**src/rtl/mag_sqrd_integrator_if.sv**
```systemverilog
`default_nettype none
// ============================================================================
// mag_sqrd_integrator_if : sample/threshold inputs and window result outputs
// Rev 1.0 - initial release
// ============================================================================
interface mag_sqrd_integrator_if #(
  parameter int DW = 16
);
  logic [2*DW-1:0] mag_sqrd_i;
  logic            valid_i;
  logic            clear_i;
  logic [2*DW-1:0] threshold_i;
  logic [2*DW-1:0] power_o;
  logic            valid_o;
  logic            detect_o;
  logic [2*DW-1:0] peak_o;

  modport master (
    output mag_sqrd_i, valid_i, clear_i, threshold_i,
    input  power_o, valid_o, detect_o, peak_o
  );

  modport slave (
    input  mag_sqrd_i, valid_i, clear_i, threshold_i,
    output power_o, valid_o, detect_o, peak_o
  );
endinterface
`default_nettype wire

```
**src/rtl/mag_sqrd_integrator.sv**
```systemverilog
`default_nettype none
// ============================================================================
// mag_sqrd_integrator : N-sample mean power with hysteretic detect and an
// optional per-window peak (enabled by macro PEAK_HOLD_EN).
// Rev 1.0 - initial release
// ============================================================================
module mag_sqrd_integrator #(
  parameter int DW     = 16,
  parameter int LOG2_N = 4
) (
  input  logic                    clk,
  input  logic                    rst,
  mag_sqrd_integrator_if.slave    bus
);

  localparam int MW = 2 * DW;
  localparam int AW = MW + LOG2_N;
  localparam logic [LOG2_N-1:0] LAST_IDX = '1;
  localparam logic [LOG2_N-1:0] ONE_IDX  = LOG2_N'(1);

  typedef enum logic [0:0] {
    ACCUM = 1'b0,
    EMIT  = 1'b1
  } state_t;

  state_t            state_q, state_d;
  logic [AW-1:0]     acc_q, acc_d;
  logic [LOG2_N-1:0] count_q, count_d;
  logic [MW-1:0]     power_q, power_d;
  logic              valid_q, valid_d;
  logic              detect_q, detect_d;
  logic [MW-1:0]     mean;

  // Truncating divide by N is just dropping the low LOG2_N bits.
  assign mean = acc_q[AW-1:LOG2_N];

  always_comb begin
    state_d  = state_q;
    acc_d    = acc_q;
    count_d  = count_q;
    power_d  = power_q;
    valid_d  = 1'b0;
    detect_d = detect_q;

    if (bus.clear_i) begin
      state_d = ACCUM;
      acc_d   = '0;
      count_d = '0;
    end else begin
      case (state_q)
        ACCUM: begin
          if (bus.valid_i) begin
            acc_d = acc_q + AW'(bus.mag_sqrd_i);
            if (count_q == LAST_IDX) begin
              count_d = '0;
              state_d = EMIT;
            end else begin
              count_d = count_q + ONE_IDX;
            end
          end
        end
        EMIT: begin
          power_d = mean;
          valid_d = 1'b1;
          if (mean >= bus.threshold_i) begin
            detect_d = 1'b1;
          end else if (mean < (bus.threshold_i >> 1)) begin
            detect_d = 1'b0;
          end
          // A sample arriving here opens the next window.
          if (bus.valid_i) begin
            acc_d   = AW'(bus.mag_sqrd_i);
            count_d = ONE_IDX;
          end else begin
            acc_d   = '0;
            count_d = '0;
          end
          state_d = ACCUM;
        end
        default: state_d = ACCUM;
      endcase
    end
  end

  always_ff @(posedge clk) begin
    if (rst) begin
      state_q  <= ACCUM;
      acc_q    <= '0;
      count_q  <= '0;
      power_q  <= '0;
      valid_q  <= 1'b0;
      detect_q <= 1'b0;
    end else begin
      state_q  <= state_d;
      acc_q    <= acc_d;
      count_q  <= count_d;
      power_q  <= power_d;
      valid_q  <= valid_d;
      detect_q <= detect_d;
    end
  end

  assign bus.power_o  = power_q;
  assign bus.valid_o  = valid_q;
  assign bus.detect_o = detect_q;

`ifdef PEAK_HOLD_EN
  logic [MW-1:0] run_peak_q, run_peak_d;
  logic [MW-1:0] peak_q, peak_d;

  // The Nth sample is already folded into run_peak_q when EMIT is reached.
  always_comb begin
    run_peak_d = run_peak_q;
    peak_d     = peak_q;
    if (bus.clear_i) begin
      run_peak_d = '0;
    end else if (state_q == EMIT) begin
      peak_d     = run_peak_q;
      run_peak_d = bus.valid_i ? bus.mag_sqrd_i : '0;
    end else if (bus.valid_i && (bus.mag_sqrd_i > run_peak_q)) begin
      run_peak_d = bus.mag_sqrd_i;
    end
  end

  always_ff @(posedge clk) begin
    if (rst) begin
      run_peak_q <= '0;
      peak_q     <= '0;
    end else begin
      run_peak_q <= run_peak_d;
      peak_q     <= peak_d;
    end
  end

  assign bus.peak_o = peak_q;
`else
  assign bus.peak_o = '0;
`endif

endmodule
`default_nettype wire

```
**src/flat_wrapper.sv**
```systemverilog
// flat-port wrapper written by rule: the top's interface ports become plain ports
module mag_sqrd_integrator_flat 
#(
  parameter int DW     = 16,
  parameter int LOG2_N = 4
)
  (clk, rst, bus_mag_sqrd_i, bus_valid_i, bus_clear_i, bus_threshold_i, bus_power_o, bus_valid_o, bus_detect_o, bus_peak_o);
  mag_sqrd_integrator_if #(.DW(DW)) bus_i ();
  input  logic clk;
  input  logic rst;
  input wire logic [$bits(bus_i.mag_sqrd_i)-1:0] bus_mag_sqrd_i;
  input wire logic [$bits(bus_i.valid_i)-1:0] bus_valid_i;
  input wire logic [$bits(bus_i.clear_i)-1:0] bus_clear_i;
  input wire logic [$bits(bus_i.threshold_i)-1:0] bus_threshold_i;
  output wire logic [$bits(bus_i.power_o)-1:0] bus_power_o;
  output wire logic [$bits(bus_i.valid_o)-1:0] bus_valid_o;
  output wire logic [$bits(bus_i.detect_o)-1:0] bus_detect_o;
  output wire logic [$bits(bus_i.peak_o)-1:0] bus_peak_o;
  assign bus_i.mag_sqrd_i = bus_mag_sqrd_i;
  assign bus_i.valid_i = bus_valid_i;
  assign bus_i.clear_i = bus_clear_i;
  assign bus_i.threshold_i = bus_threshold_i;
  assign bus_power_o = bus_i.power_o;
  assign bus_valid_o = bus_i.valid_o;
  assign bus_detect_o = bus_i.detect_o;
  assign bus_peak_o = bus_i.peak_o;
  mag_sqrd_integrator #(.DW(DW), .LOG2_N(LOG2_N)) u_core (.clk(clk), .rst(rst), .bus(bus_i));
endmodule
```
**config.mk**
```make
export PLATFORM = sky130hd
export DESIGN_NAME = mag_sqrd_integrator_flat
export DESIGN_NICKNAME = d
export VERILOG_FILES = /design/src/rtl/mag_sqrd_integrator_if.sv /design/src/rtl/mag_sqrd_integrator.sv /design/src/flat_wrapper.sv
export SDC_FILE = /design/constraint.sdc
export NUM_CORES = 1
export LEC_CHECK = 0
export ABC_AREA = 1
export CAP_MARGIN = 20
export CELL_PAD_IN_SITES_DETAIL_PLACEMENT = 1
export CELL_PAD_IN_SITES_GLOBAL_PLACEMENT = 2
export CORE_UTILIZATION = 28
export DETAILED_ROUTE_END_ITERATION = 16
export PLACE_DENSITY = 0.87
export SYNTH_ARGS = -nofsm -noshare
export SYNTH_HDL_FRONTEND = slang
export SYNTH_SLANG_ARGS = --single-unit
```
**constraint.sdc**
```tcl
create_clock -name clk -period 2.55 [get_ports clk]
set_clock_uncertainty 0.05 [all_clocks]
set_input_delay 0.51 -clock clk [delete_from_list [all_inputs] [get_ports clk]]
set_output_delay 0.51 -clock clk [all_outputs]
set_load 0.05 [all_outputs]
```
======== After elaboration in Yosys (flattened, before gate mapping) ========
Cells that the tools add are included.
operators by class
  add/sub/neg operators ................... 2
  $lt $le $gt $ge ......................... 2
  equal/unequal tests ..................... 2
  mux-type cells .......................... 13
  bitwise operators ....................... 2
  reductions and logical operators ........ 4
operators by type and width
  operator             count
  $pmux 36 s2          1
  $add 36x32->36       1
  $mux 36              1
  $ge 32x32->1         1
  $lt 32x31->1         1
  $mux 32              1
  $mux 4               2
  $pmux 4 s2           1
  $mux 1               6
  $add 4x1->4 const B  1
  $eq 4x4->1 const B   1
  $reduce_and 3->1     1
  $ne 2x2->1 const B   1
  $not 1->1            2
  $pmux 1 s2           1
  $reduce_and 2->1     1
  $reduce_bool 2->1    1
  $reduce_or 2->1      1
word-level totals
  register bits ........................... 75
  output and inout bits ................... 66
  word-level logic and storage cells ...... 31

======== Depth between registers and ports, before layout ========
  depth in word-level cells ............... 4
  gate-level depth with buffers ........... 14
  gate-level depth less buffers ........... 14

======== Worst setup path before layout ========
Ideal clock, no wire load.
  path type ............................... in2reg
  start point ............................. in bus_mag_sqrd_i[0]
  end point ............................... reg u_core.acc_q[28]
  library setup time ...................... 0.135 ns
  arrival time ............................ 1.787 ns
  slack ................................... 0.577 ns
  cell stages on the path ................. 13
  path buffers ............................ 0
  cell sequence ........................... ha_1 inv_1 fa_1 inv_1 nand3_1 nand3_1 nand4_1 nand3_1 nand2_1 nand2_1 nand2_1 nand3_1 a21oi_1
between the ends
  longest elaborated chain between the ends .. 3
RTL lines
  what                  line                       RTL
  from (decl)           flat_wrapper.sv:11         input wire logic [$bits(bus_i.mag_sqrd_i)-1:0] bus_mag_sqrd_i;
  $add 36x32->36        mag_sqrd_integrator.sv:53  acc_d = acc_q + AW'(bus.mag_sqrd_i);
  $mux 36               mag_sqrd_integrator.sv:52  if (bus.valid_i) begin
  $pmux 36 s2           mag_sqrd_integrator.sv:50  case (state_q)
  to (signal assigned)  mag_sqrd_integrator.sv:88  acc_q <= '0;
  to (signal assigned)  mag_sqrd_integrator.sv:95  acc_q <= acc_d;
  to (decl)             mag_sqrd_integrator.sv:27  logic [AW-1:0] acc_q, acc_d;
No other way between the ends. The select of a mux whose other input is x is not followed.
A chain may end at the register's enable or synchronous reset.

======== Worst setup path after layout ========
  start point ............................. in bus_mag_sqrd_i[15]
  end point ............................... reg u_core.acc_q[30]
Same word-level chain as after synthesis.

==> flow_summary.ini <==
[status]
outcome = finished clean

[final_layout]
layout.nets = 1460
utilization_pct = 37.80
antenna_cells = 0
area_delta_synth_final_pct = 31.13
stdcell_count = 1625
drive_gt1_share_pct = 12.91

[placement]
portBuffers = 101
globalplace.congestion = 0.8276
dp_hpwl_um = 21040
dp_cells = 1609

[global_route]
antenna_found_initial = 0
grt_overflow = 0
grt_max_degree = 38
gr-usage-all-layers_pct = 20.15
grt_pass1_vias = 7922
grt_pass1_wl_um = 41250

[synthesis]
synth_edf_count = 0
ys_types = 43
yosys-top-cells-area = dfxtp_1 (21%), nand2_1 (17%), ha_1 (17%)
synth.avg_cell_area_um2 = 6.316
synth_top_cell_by_area = dfxtp_1
ys_ff_latch = 75
synthTopCellsByCount = nand2_1 (329), inv_1 (151), a21oi_1 (108)
synthesis.instances = 1123
yosys_warnings = 0
yosysMostFrequentCell = nand2_1
synth.cell_area_mm2 = 0.007093
ys_async_sr_fraction_pct = 0
synthFlopType = dfxtp_1
yosysSeqAreaShare_pct = 21.17
synth_top_area_share_pct = 21.17

[worst_setup_path]
end_kind = flip-flop
cp_slowest_stage_delay_ns = 0.59
cp_max_fo = 3
cpMaxStageDelayCell = clkdlybuf4s50_1
critPathKind = primary input to flip-flop
path_delay_family = compound AO/OA/AOI/OAI gates
path_cells = clkdlybuf4s50_1 -> ha_4 -> buf_4 -> a21oi_1 -> o21ai_0 -> nand2_1 -> nand2_1 -> a21oi_1 -> nand2_1 -> nand2_1 -> nand3_1 -> a21oi_2
worstPathRequired_ns = 2.79
worst_setup_path_start_kind = primary input
critPathArrivalTime_ns = 2.62
cp_common_cell = nand2_1
cp_num_buf_inv = 2

[routing]
wl_per_cell_um = 15.85
num_vias = 7738
drc = 0
wirelength_um = 25750
drt-initial-drc-count = 386
dr.pass1.iters = 4
vias_per_cell = 4.762
ant_nets = 0

[timing]
period_share_pct = 93.37
slew_violations = 0
fmax_mhz = 420.0
hold_viol_final = 0
relSlewSlack_pct = 63.14
min_period_ns = 2.381
rsz0062_at_grt = no
max_slew.worst_pin.slew_ns = 0.5512
setup_viol = 0

[die]
ioPinCount = 134
dieWidth_um = 161.2
die_y_um = 161.2
core_region_area_mm2 = 0.02460
start_util_pct = 28.83
rows = 57
die_area_mm2 = 0.02597

[clocking]
clk_pin_slew_worst_paths_ns = 0.07
clock-sinks = 75
cts_buffer_depth = 2
cts_tree = yes
cts_root_buf = clkbuf_16
hold_buffers = 0
post_cts.repair.setup_buffers = 0
htree_levels = 3
insertion_delay_ns = 0.36
cts_made_buffers = 9

[hold_path]
hp-class = flip-flop to flip-flop

[flow_run]
drv_cap = 0

[power_and_ir_drop]
p_per_area_mw_per_mm2 = 393.2
power.leakage_nw = 4.606
ir_drop_mv = 0.3271
## cells by family after synthesis
group                      count (synthesis)  synth area share, %
adders and majority gates                 96                17.04
other                                      1              0.05287
buffers and inverters                    219                13.53
and+or+nand+nor                          532                31.86
xor gates and xnor gates                   8               0.9879
DFF                                       75                21.17
AOI/OAI and AO/OA                        192                15.36
## layout by cell type (no fill, tap or decap), types with 8 or more instances in the layout
| cell | n |
|---|---|
| nand2_1 | 327 |
| inv_1 | 151 |
| a21oi_1 | 107 |
| clkdlybuf4s50_1 | 101 |
| ha_1 | 92 |
| buf_4 | 86 |
| nor2_1 | 80 |
| dfxtp_1 | 75 |
| nand3_1 | 51 |
| o21ai_0 | 33 |
| conb_1 | 32 |
| nand2_2 | 17 |
| nor2_2 | 13 |
| a31oi_1 | 13 |
| nand4_1 | 10 |
| inv_2 | 9 |
| a22o_1 | 9 |
| nor3_1 | 9 |
| clkbuf_16 | 9 |
| xor2_1 | 8 |
## registers in the layout, indices dropped and copies added, names as in the netlist
name / cells
u_core.bus.valid_o: 1
u_core.count_q: 4
u_core.bus.detect_o: 1
u_core.state_q: 1
u_core.acc_q: 36
u_core.bus.power_o: 32
## worst min-delay path, cell delays in order (launching register included)
cell     delay (ns)
dfxtp_1        0.31
nand2_1        0.06
a21oi_1        0.05
## routing by layer
metal / part of all wire [%] / global-route usage (%) / up-vias
li1: - / - / 3915
met5: 0 / 0 / -
met1: 47 / 25.91 / 3641
met2: 47 / 35.21 / 147
met4: 2.4 / 6.775 / 0
met3: 3.3 / 1.721 / 35
## metrics by stage
step	worst slack, ns	hold WS [ns]	TNS [ns]	total power, mW	instance area (um2)
6_report	0.1690	0.4090	0	3.658	9301
3_3_place_gp	-0.2940	0.4005	-2.861	2.227	8946
3_5_place_dp	-0.2849	0.4043	-3.265	2.252	8946
4_1_cts	0.07219	0.4124	0	3.679	9260
2_1_floorplan	0.5775	0.3996	0	1.863	7209
5_1_grt	0.004332	0.4254	0	3.836	9301
## layout make-up
cell class,count,area [um2]
fillers,3188,15300
multi-input cells,860,4795
repair buffers,188,1677
flip-flops and latches,75,1501
inverters,162,609.3
well taps,324,405.4
clock buffers,13,270.3
clock inverters,3,43.79
## path summary, 6_finish.rpt
kind | startpoint | to | slack (ns) | depth (start not counted)
worst min register to register | u_core.bus.power_o[18] | u_core.bus.power_o[18] | 0.41 | 2
worst max register to register | u_core.acc_q[11] | u_core.acc_q[14] | 0.32 | 8
worst max-delay path | bus_mag_sqrd_i[15] | u_core.acc_q[30] | 0.17 | 12
worst min-delay path | u_core.bus.power_o[18] | u_core.bus.power_o[18] | 0.41 | 2
## where the power goes
part | internal [mW] | switching (mW) | leakage, nW
clock | 0.843 | 0.575 | 0.156
combinational | 0.404 | 0.604 | 3.84
sequential | 1.19 | 0.0388 | 0.607
total | 2.44 | 1.22 | 4.61
## what timing repair did
item,in CTS,in global routing
setup endpoints to repair,0,6
resized for setup,0,12
endpoints found under the hold margin,0,0
Note: power is estimated with default switching activity, not from simulation.
